===== config.mk =====
export PLATFORM = sky130hd
export DESIGN_NAME = msp_trace_buf
export DESIGN_NICKNAME = d
export VERILOG_FILES = /design/src/rtl/msp_trace_buf.sv
export SDC_FILE = /design/constraint.sdc
export NUM_CORES = 1
export LEC_CHECK = 0
export BUFFER_PORTS_ARGS = -buffer_cell sky130_fd_sc_hd__buf_2
export CAP_MARGIN = 20
export CORE_MARGIN = 8
export CORE_UTILIZATION = 47
export DETAILED_ROUTE_END_ITERATION = 10
export PLACE_DENSITY = 0.65
export SYNTH_ARGS = -nofsm -noshare
export SYNTH_HDL_FRONTEND = slang
export SYNTH_SLANG_ARGS = --single-unit

===== constraint.sdc =====
create_clock -name mclk -period 7.6 [get_ports mclk]
set_clock_uncertainty 0.2 [all_clocks]
set_input_delay 1.14 -clock mclk [delete_from_list [all_inputs] [get_ports mclk]]
set_output_delay 1.14 -clock mclk [all_outputs]
set_load 0.01 [all_outputs]

===== src/rtl/msp_trace_buf.sv =====
// Instruction trace buffer: closes one record per decode strobe into a circular buffer,
// with a PC-match trigger, a post-trigger record count and an oldest-first readout after freeze.
//
//   state     | meaning
//   ----------+-----------------------------------------------
//   IDLE      | after reset; decode only tracks the current record
//   ARMED     | capturing, watching for the trigger PC
//   TRIGGERED | capturing the post-trigger records
//   FROZEN    | capture stopped, records drained via rd_req
module msp_trace_buf #(
    parameter int DEPTH  = 16,
    parameter int CYC_W  = 8,
    parameter int POST_W = 8,
    localparam int AW    = $clog2(DEPTH),
    localparam int RW    = 33 + CYC_W
) (
    input  logic              mclk,
    input  logic              puc_rst,
    input  logic              start,
    input  logic              stop,
    input  logic              trig_en,
    input  logic [15:0]       trig_pc,
    input  logic [POST_W-1:0] post_cnt,
    input  logic              decode,
    input  logic [15:0]       ir,
    input  logic [15:0]       pc,
    input  logic              irq_detect,
    input  logic              rd_req,
    output logic [RW-1:0]     rd_data,
    output logic              rd_valid,
    output logic [AW:0]       count,
    output logic              overflow,
    output logic [1:0]        state
);

    typedef enum logic [1:0] {
        S_IDLE   = 2'd0,
        S_ARMED  = 2'd1,
        S_TRIG   = 2'd2,
        S_FROZEN = 2'd3
    } state_t;

    localparam logic [AW:0] CNT_FULL = (AW+1)'(DEPTH);

    state_t            st;
    logic [RW-1:0]     mem [DEPTH];
    logic [AW-1:0]     wr_ptr;
    logic [AW-1:0]     rd_ptr;
    logic [AW:0]       cnt;
    logic [15:0]       cur_ir;
    logic [15:0]       cur_pc;
    logic              cur_irq;
    logic              cur_vld;
    logic [CYC_W-1:0]  cyc;
    logic [POST_W-1:0] remain;

    logic              capturing;
    logic              wr_en;
    logic              rd_en;
    logic              latch_en;
    logic              trig_hit;
    logic [RW-1:0]     wr_rec;

    assign capturing = (st == S_ARMED) || (st == S_TRIG);
    assign wr_en     = capturing && decode && cur_vld && !start;
    assign rd_en     = (st == S_FROZEN) && rd_req && (cnt != '0) && !start;
    // A start beats the freeze, so the coinciding decode still refreshes cur
    assign latch_en  = decode && ((st != S_FROZEN) || start);
    assign trig_hit  = trig_en && (cur_pc == trig_pc);
    assign wr_rec    = {cur_irq, cyc, cur_ir, cur_pc};

    always_ff @(posedge mclk) begin
        if (wr_en) begin
            mem[wr_ptr] <= wr_rec;
        end
    end

    always_ff @(posedge mclk or posedge puc_rst) begin
        if (puc_rst) begin
            st       <= S_IDLE;
            wr_ptr   <= '0;
            rd_ptr   <= '0;
            cnt      <= '0;
            overflow <= 1'b0;
            rd_valid <= 1'b0;
            rd_data  <= '0;
            cur_ir   <= '0;
            cur_pc   <= '0;
            cur_irq  <= 1'b0;
            cur_vld  <= 1'b0;
            cyc      <= '0;
            remain   <= '0;
        end else begin
            rd_valid <= 1'b0;

            if (latch_en) begin
                cur_ir  <= ir;
                cur_pc  <= pc;
                cur_irq <= irq_detect;
                cyc     <= CYC_W'(1);
                cur_vld <= 1'b1;
            end else if (cyc != '1) begin
                cyc <= cyc + 1'b1;
            end

            if (start) begin
                cur_vld  <= 1'b0;
                wr_ptr   <= '0;
                rd_ptr   <= '0;
                cnt      <= '0;
                overflow <= 1'b0;
                st       <= S_ARMED;
            end else begin
                if (wr_en) begin
                    wr_ptr <= wr_ptr + 1'b1;
                    if (cnt != CNT_FULL) begin
                        cnt <= cnt + 1'b1;
                    end else begin
                        rd_ptr   <= rd_ptr + 1'b1;
                        overflow <= 1'b1;
                    end
                end

                if (rd_en) begin
                    rd_data  <= mem[rd_ptr];
                    rd_valid <= 1'b1;
                    rd_ptr   <= rd_ptr + 1'b1;
                    cnt      <= cnt - 1'b1;
                end

                case (st)
                    S_ARMED: begin
                        if (wr_en && trig_hit) begin
                            remain <= post_cnt;
                            st     <= (post_cnt == '0) ? S_FROZEN : S_TRIG;
                        end
                        if (stop) st <= S_FROZEN;
                    end
                    S_TRIG: begin
                        if (wr_en) begin
                            remain <= remain - 1'b1;
                            if (remain == POST_W'(1)) st <= S_FROZEN;
                        end
                        if (stop) st <= S_FROZEN;
                    end
                    default: ;
                endcase
            end
        end
    end

    assign count = cnt;
    assign state = st;

endmodule


==> summary.md, run 1 <==
| Metric | Value |
|---|---|
| Outcome | `completed` |
| CP peak stage delay | `710 ps` |
| Yosys Warn Count | `0` |
| Detailed placer's ending HPWL | `33.86 mm` |
| Final Net Count | `1839` |
| Dpl ws | `3520 ps` |
| Largest delay share family, worst path | `buffers and inverters` |
| Setup TNS | `0 ps` |
| Finish-stage setup viols | `0` |
| Synthesized instance count | `1633` |
| Pins over their slew limit | `0` |
| CTS clk-pin slew, worst paths | `60 ps` |
| Startpoint Class | `input pin` |
| Cts hold-fix bufs | `0` |
| Register bit total from synthesis | `764` |
| Vias per cell | `5.712` |
| Routed vias | `15260` |
| GR Overflow Total | `0` |
| Critical path buffer and inverter count | `2` |
| Pwr dens | `311.7 nW/µm²` |
| IO Pins | `114` |
| Ant diodes | `0` |
| H-tree depth | `3` |
| Syn Std Cell Area | `29770 µm²` |
| Hold Crit Class | `flop to flop` |
| First-pass GRT wire length | `98.55 mm` |
| Maximum fanout along the worst path | `84` |
| Die W | `267.7 µm` |
| Num rows | `92` |
| Fin crit share | `45.22%` |
| Slowest stage cell, crit path | `buf_4` |
| TritonCTS Buffers | `78` |
| Worst-Margin Slew | `1079 ps` |
| DR iter-0 viols | `1201` |
| Syn Nets | `1712` |
| Stages on worst setup path | `10` |
| Post-synth EDFFs | `656` |
| Placer Congestion | `0.7543` |
| Core area | `62850 µm²` |
| Post-CTS Setup Bufs | `0` |
| RSZ-0062 raised after global routing | `no` |
| Critical Path Sink Type | `flop` |
| WP data arrival | `3730 ps` |
| Max IR drop VDD | `0.0001781 V` |
| Die Area | `71650 µm²` |
| Largest net degree at the start of global routing | `101` |
| Root buf cell | `clkbuf_16` |
| Routed Wire Length | `64.94 mm` |
| Initial antenna violation count | `0` |
| Endpoints failing hold | `0` |
| Top FF cell, synth | `edfxtp_1` |
| Worst Hold Depth | `2` |
| Fmax | `291.0 MHz` |
| GRT Overall Usage | `18.28%` |
| Cell depth of the worst flop-to-flop path | `11` |
| Critical path class | `input pin to flop` |
| Clock buffer depth | `3` |
| Most common cell after layout, fill and taps aside | `edfxtp_1` |
| Max_cap viols | `0` |
| Share of cells above drive strength 1 | `22.79%` |
| Drt wl/cell | `24.31 µm` |
| Synth unique cells | `62` |
| Clk sinks | `764` |
| Cts repair resizes | `0` |
| Starting density of the core | `47.36%` |
| Fill cell count | `4950` |
| Most frequent cells in the layout | `edfxtp_1 (656), nand2_1 (202), mux4_2 (123), buf_2 (113), dfrtp_1 (105)` |
| Area Overhead vs Synth | `14.19%` |
| Leak pwr | `11.66 nW` |
| Asr flop ratio synth | `14.14%` |
| Total power | `0.01060 W` |
| Drt first pass iters | `5` |
| Buffers on Ports | `113` |
| DRC errors left | `0` |
| Synthesized area per cell | `18.23 µm²` |
| Die Span Y | `267.7 µm` |
| Number of global-route vias before repair | `16100` |
| Slew HR | `27.79%` |
| CP Cell Sequence | `buf_2 > or3_4 > buf_4 > fa_1 > nor2b_1 > o21a_1 > nor2_1 > xnor2_2 > nor4_1 > a221o_1` |
| CTS tree | `yes` |
| Critical Path RT | `7890 ps` |
| Setup WS post-layout | `4163 ps` |
| Clock latency on the worst-skew pair | `620 ps` |
| Final ANT Viol Nets | `0` |
| Sequential-to-total area share from yosys stat | `75.25%` |
| Fin crit period | `3437 ps` |
==> Yosys cell counts, types with 8 or more instances <==
cell type  count  share of area, %
mux4_2       123               9.3
nand2_1      204               2.6
buf_1         10              0.13
edfxtp_1     656                66
a21oi_1        8              0.13
inv_1         13              0.16
buf_4         12              0.30
nor2_1        30              0.38
nand4_1        9              0.19
ha_1          14              0.59
o221ai_1      82               2.4
and2_1        11              0.23
clkbuf_1      52              0.66
mux2i_1       86               2.9
xnor2_1       16              0.47
dfrtp_1      108               9.1
buf_2         15              0.25
xor2_1        10              0.29
o21ai_1       84               1.4
==> registers in the layout, indices dropped and copies added, names as in the netlist <==
signal	cells
mem	656
rd_data	41
cur_ir	16
cur_pc	16
cyc	8
remain	8
count	5
rd_ptr	4
wr_ptr	4
state	2
cur_irq	1
cur_vld	1
overflow	1
rd_valid	1
==> cell families (layout without fill, tap and decap cells) <==
logic type / count (synthesis) / after routing / share of synthesized area [%]
compound gates: 210 / 210 / 4.934
xor+xnor: 27 / 27 / 0.8196
fa+ha+maj: 15 / 15 / 0.6557
buf+inv: 105 / 297 / 1.589
flops: 764 / 764 / 75.25
mux: 210 / 210 / 12.24
simple gates: 302 / 302 / 4.514
==> metal layers <==
metal,part of all wire [%],global-route usage (%),routed length (µm),vias up
met2,51,31.70,33010,405
met3,5.5,3.158,3595,81
met4,1.7,5.016,1104,0
met1,42,23.72,27240,7995
met5,0,0,0,-
li1,-,-,-,6776
==> final timing paths <==
kind                                               from                      end  slack [ps]
worst max register to register     count[0]$_DFFE_PP0P_     count[4]$_DFFE_PP0P_        4170
worst min register to register  rd_data[24]$_DFFE_PP0P_  rd_data[24]$_DFFE_PP0P_         280
max in group asynchronous                       puc_rst    rd_ptr[1]$_DFFE_PP0P_        5380
worst max-delay path                              start     count[4]$_DFFE_PP0P_        4160
min in group asynchronous                       puc_rst    remain[2]$_DFFE_PP0P_         450
worst min-delay path            rd_data[24]$_DFFE_PP0P_  rd_data[24]$_DFFE_PP0P_         280
==> worst register-to-register path, stage by stage (launching register included) <==
cell,delay (ps)
dfrtp_1,440
nor4_2,410
and2b_1,220
or3_4,130
buf_4,710
fa_1,350
nor2b_1,70
o21a_1,170
nor2_1,150
xnor2_2,140
nor4_1,60
a221o_1,270
==> where the power goes <==
part           leakage (nW)  total [W]  switching (W)  internal, W
Combinational          3.05    0.00151       0.000774     0.000735
Clock                  1.33    0.00401        0.00155      0.00246
Sequential             7.28    0.00508       0.000277      0.00480
Total                  11.7     0.0106        0.00260      0.00799
==> stage by stage <==
step / cells / util, % / cell area (µm²) / hold WS, ps
floorplan: 1633 / - / 29770 / 283.1
global placement: 2523 / 49.68 / 31220 / 269.3
detailed placement: 2524 / 49.71 / 31240 / 271.9
CTS: 2669 / 54.02 / 33950 / 285.3
global route: 2671 / 54.09 / 33990 / 307.1
finish: 2671 / 54.09 / 33990 / 281.2
==> area by class of cell <==
cell class	count	area, µm²	share of cell area (%)
repair buffers	138	803.3	2.363
multi-input cells	764	6955	20.46
clock buffers	106	2180	6.412
well taps	846	1059	3.114
inverters	14	55.05	0.1619
flip-flops and latches	764	22410	65.92
clock inverters	39	531.8	1.564
Note: power is estimated with default switching activity, not from simulation.
==> run 2, diff against run 1 <==
PLACE_DENSITY = 0.68   (was 0.65)
clock period = 3.15 ns   (was 7.6 ns; I/O delays follow)
==> summary.md, run 2 (synthesis gave the netlist of run 1 again) <==
| Metric | Value |
|---|---|
| Outcome | `completed` |
| Slew HR | `39.89%` |
| IO Pins | `114` |
| Area Overhead vs Synth | `17.06%` |
| Stages on worst setup path | `11` |
| Clk sinks | `764` |
| Pins over their slew limit | `0` |
| Largest delay share family, worst path | `simple AND/OR/NAND/NOR gates` |
| Fmax | `340.3 MHz` |
| Largest regs | `mem (656), rd_data (41)` |
| Hold Slack | `73.01 ps` |
| Worst r2r src | `count[0]$_DFFE_PP0P_` |
| Maximum fanout along the worst path | `6` |
| Critical path class | `flop to flop` |
| Vias per cell | `5.720` |
| Critical Path Sink Type | `flop` |
| Starting density of the core | `47.36%` |
| Reg-to-reg setup timing slack | `210 ps` |
| Reg area | `22410 µm²` |
| Area of the multi-input gates | `6967 µm²` |
| Most frequent cells in the layout | `edfxtp_1 (656), nand2_1 (201), mux4_2 (123), buf_2 (113), dfrtp_1 (105)` |
| Hold EP | `remain[6]$_DFFE_PP0P_` |
| Placer Congestion | `0.7578` |
| Root buf cell | `clkbuf_16` |
| Post-Place Cell Area | `31970 µm²` |
| CTS clk-pin slew, worst paths | `60 ps` |
| Max IR drop VDD | `0.0004232 V` |
| DRC errors left | `0` |
| Hold Crit Class | `input pin to flop` |
| Number of global-route vias before repair | `16540` |
| H-tree depth | `3` |
| WP data arrival | `3230 ps` |
| TritonCTS Buffers | `78` |
| Detailed placer's ending HPWL | `38.46 mm` |
| Cell depth of the worst flop-to-flop path | `11` |
| Buffers on Ports | `113` |
| Total power | `0.02523 W` |
| Min-delay src | `post_cnt[6]` |
| Post-CTS Setup Bufs | `0` |
| Die Area | `71650 µm²` |
| Startpoint Class | `flop` |
| Slowest stage cell, crit path | `dfrtp_1` |
| Core area | `62850 µm²` |
| Final Net Count | `1928` |
| Drt wl/cell | `23.86 µm` |
| Design area | `34850 µm²` |
| Cts hold-fix bufs | `38` |
| Fin crit share | `93.29%` |
| GR Overflow Total | `0` |
| Worst Hold Depth | `3` |
| Dpl ws | `231.5 ps` |
| Num rows | `92` |
| Setup WS post-layout | `211.2 ps` |
| Clock latency on the worst-skew pair | `610 ps` |
| Largest net degree at the start of global routing | `84` |
| Drt first pass iters | `5` |
| Leak pwr | `12.08 nW` |
| Most common cell after layout, fill and taps aside | `edfxtp_1` |
| Fill cell count | `4816` |
| Critical path buffer and inverter count | `1` |
| Die W | `267.7 µm` |
| Largest register by flop count | `mem` |
| Share of cells above drive strength 1 | `24.28%` |
| DR iter-0 viols | `1209` |
| CTS tree | `yes` |
| Routed Wire Length | `65.78 mm` |
| Ant diodes | `0` |
| Endpoints failing hold | `0` |
| Final ANT Viol Nets | `0` |
| Clock buffer depth | `3` |
| Die Span Y | `267.7 µm` |
| Fin crit period | `2939 ps` |
| Reg2reg end | `count[4]$_DFFE_PP0P_` |
| CP peak stage delay | `440 ps` |
| GRT Overall Usage | `18.61%` |
| RSZ-0062 raised after global routing | `no` |
| Max_cap viols | `0` |
| First-pass GRT wire length | `100.7 mm` |
| Pwr dens | `723.9 nW/µm²` |
| Initial antenna violation count | `0` |
| Finish-stage setup viols | `0` |
| Routed vias | `15770` |
| Worst-Margin Slew | `901.6 ps` |
| CP Cell Sequence | `nor4_2 > and2b_1 > or3_4 > inv_1 > ha_1 > nor2b_1 > o21a_1 > nor2_1 > xnor2_2 > nor4_1 > a221o_1` |
| Critical Path RT | `3440 ps` |
| Cts repair resizes | `0` |
| Max reg flops | `656` |
## run 2: cell count changes in the layout (fill, tap and decap cells not counted), sizes merged
cell | previous run | this run
inv | 19 | 14
clkinv | 20 | 27
dlygate4sd3 | 0 | 38
clkinvlp | 1 | 3
bufinv | 13 | 4
buf | 138 | 189
clkbuf | 106 | 108
## run 2: power by group
group | total (W) | internal (W) | switching (W) | leakage, nW
registers | 0.0121 | 0.0116 | 0.000512 | 7.28
clock network | 0.00899 | 0.00526 | 0.00373 | 1.23
logic | 0.00414 | 0.00200 | 0.00214 | 3.56
total | 0.0252 | 0.0188 | 0.00638 | 12.1
## run 2: stage by stage
stage	cells	setup TNS, ps	utilization [%]
floorplan	1633	-4907	-
global placement	2577	0	50.86
detailed placement	2577	0	50.86
CTS	2757	0	55.44
global route	2757	0	55.44
finish	2757	0	55.44
## run 2: cell type report
cell class,count,area share [%]
clock inverter,34,0.8043
inverter,14,0.1616
tap,846,3.038
multi-input combinational,764,19.99
timing repair buffer,227,5.321
clock buffer,108,6.370
sequential,764,64.31
## run 2: worst max path at each step
stage | start | endpoint
floorplan | state[0]$_DFFE_PP0P_ | mem[11][0]$_DFFE_PP_
global placement | count[0]$_DFFE_PP0P_ | count[4]$_DFFE_PP0P_
detailed placement | count[0]$_DFFE_PP0P_ | count[4]$_DFFE_PP0P_
global route | count[0]$_DFFE_PP0P_ | count[4]$_DFFE_PP0P_
finish | count[0]$_DFFE_PP0P_ | count[4]$_DFFE_PP0P_
CTS | count[0]$_DFFE_PP0P_ | count[4]$_DFFE_PP0P_
## run 2: tightest hold or removal path, cell delays in order
cell    delay (ps)
buf_2          100
o22a_1         140
o22a_1         120
## run 2: metal layers
| layer | track usage (%) | vias to the layer above | share of wire [%] |
|---|---|---|---|
| met1 | 25.60 | 8257 | 43 |
| met4 | 6.128 | 0 | 2.8 |
| li1 | - | 6943 | - |
| met5 | 0 | - | 0 |
| met3 | 3.139 | 116 | 5.4 |
| met2 | 30.24 | 455 | 48 |
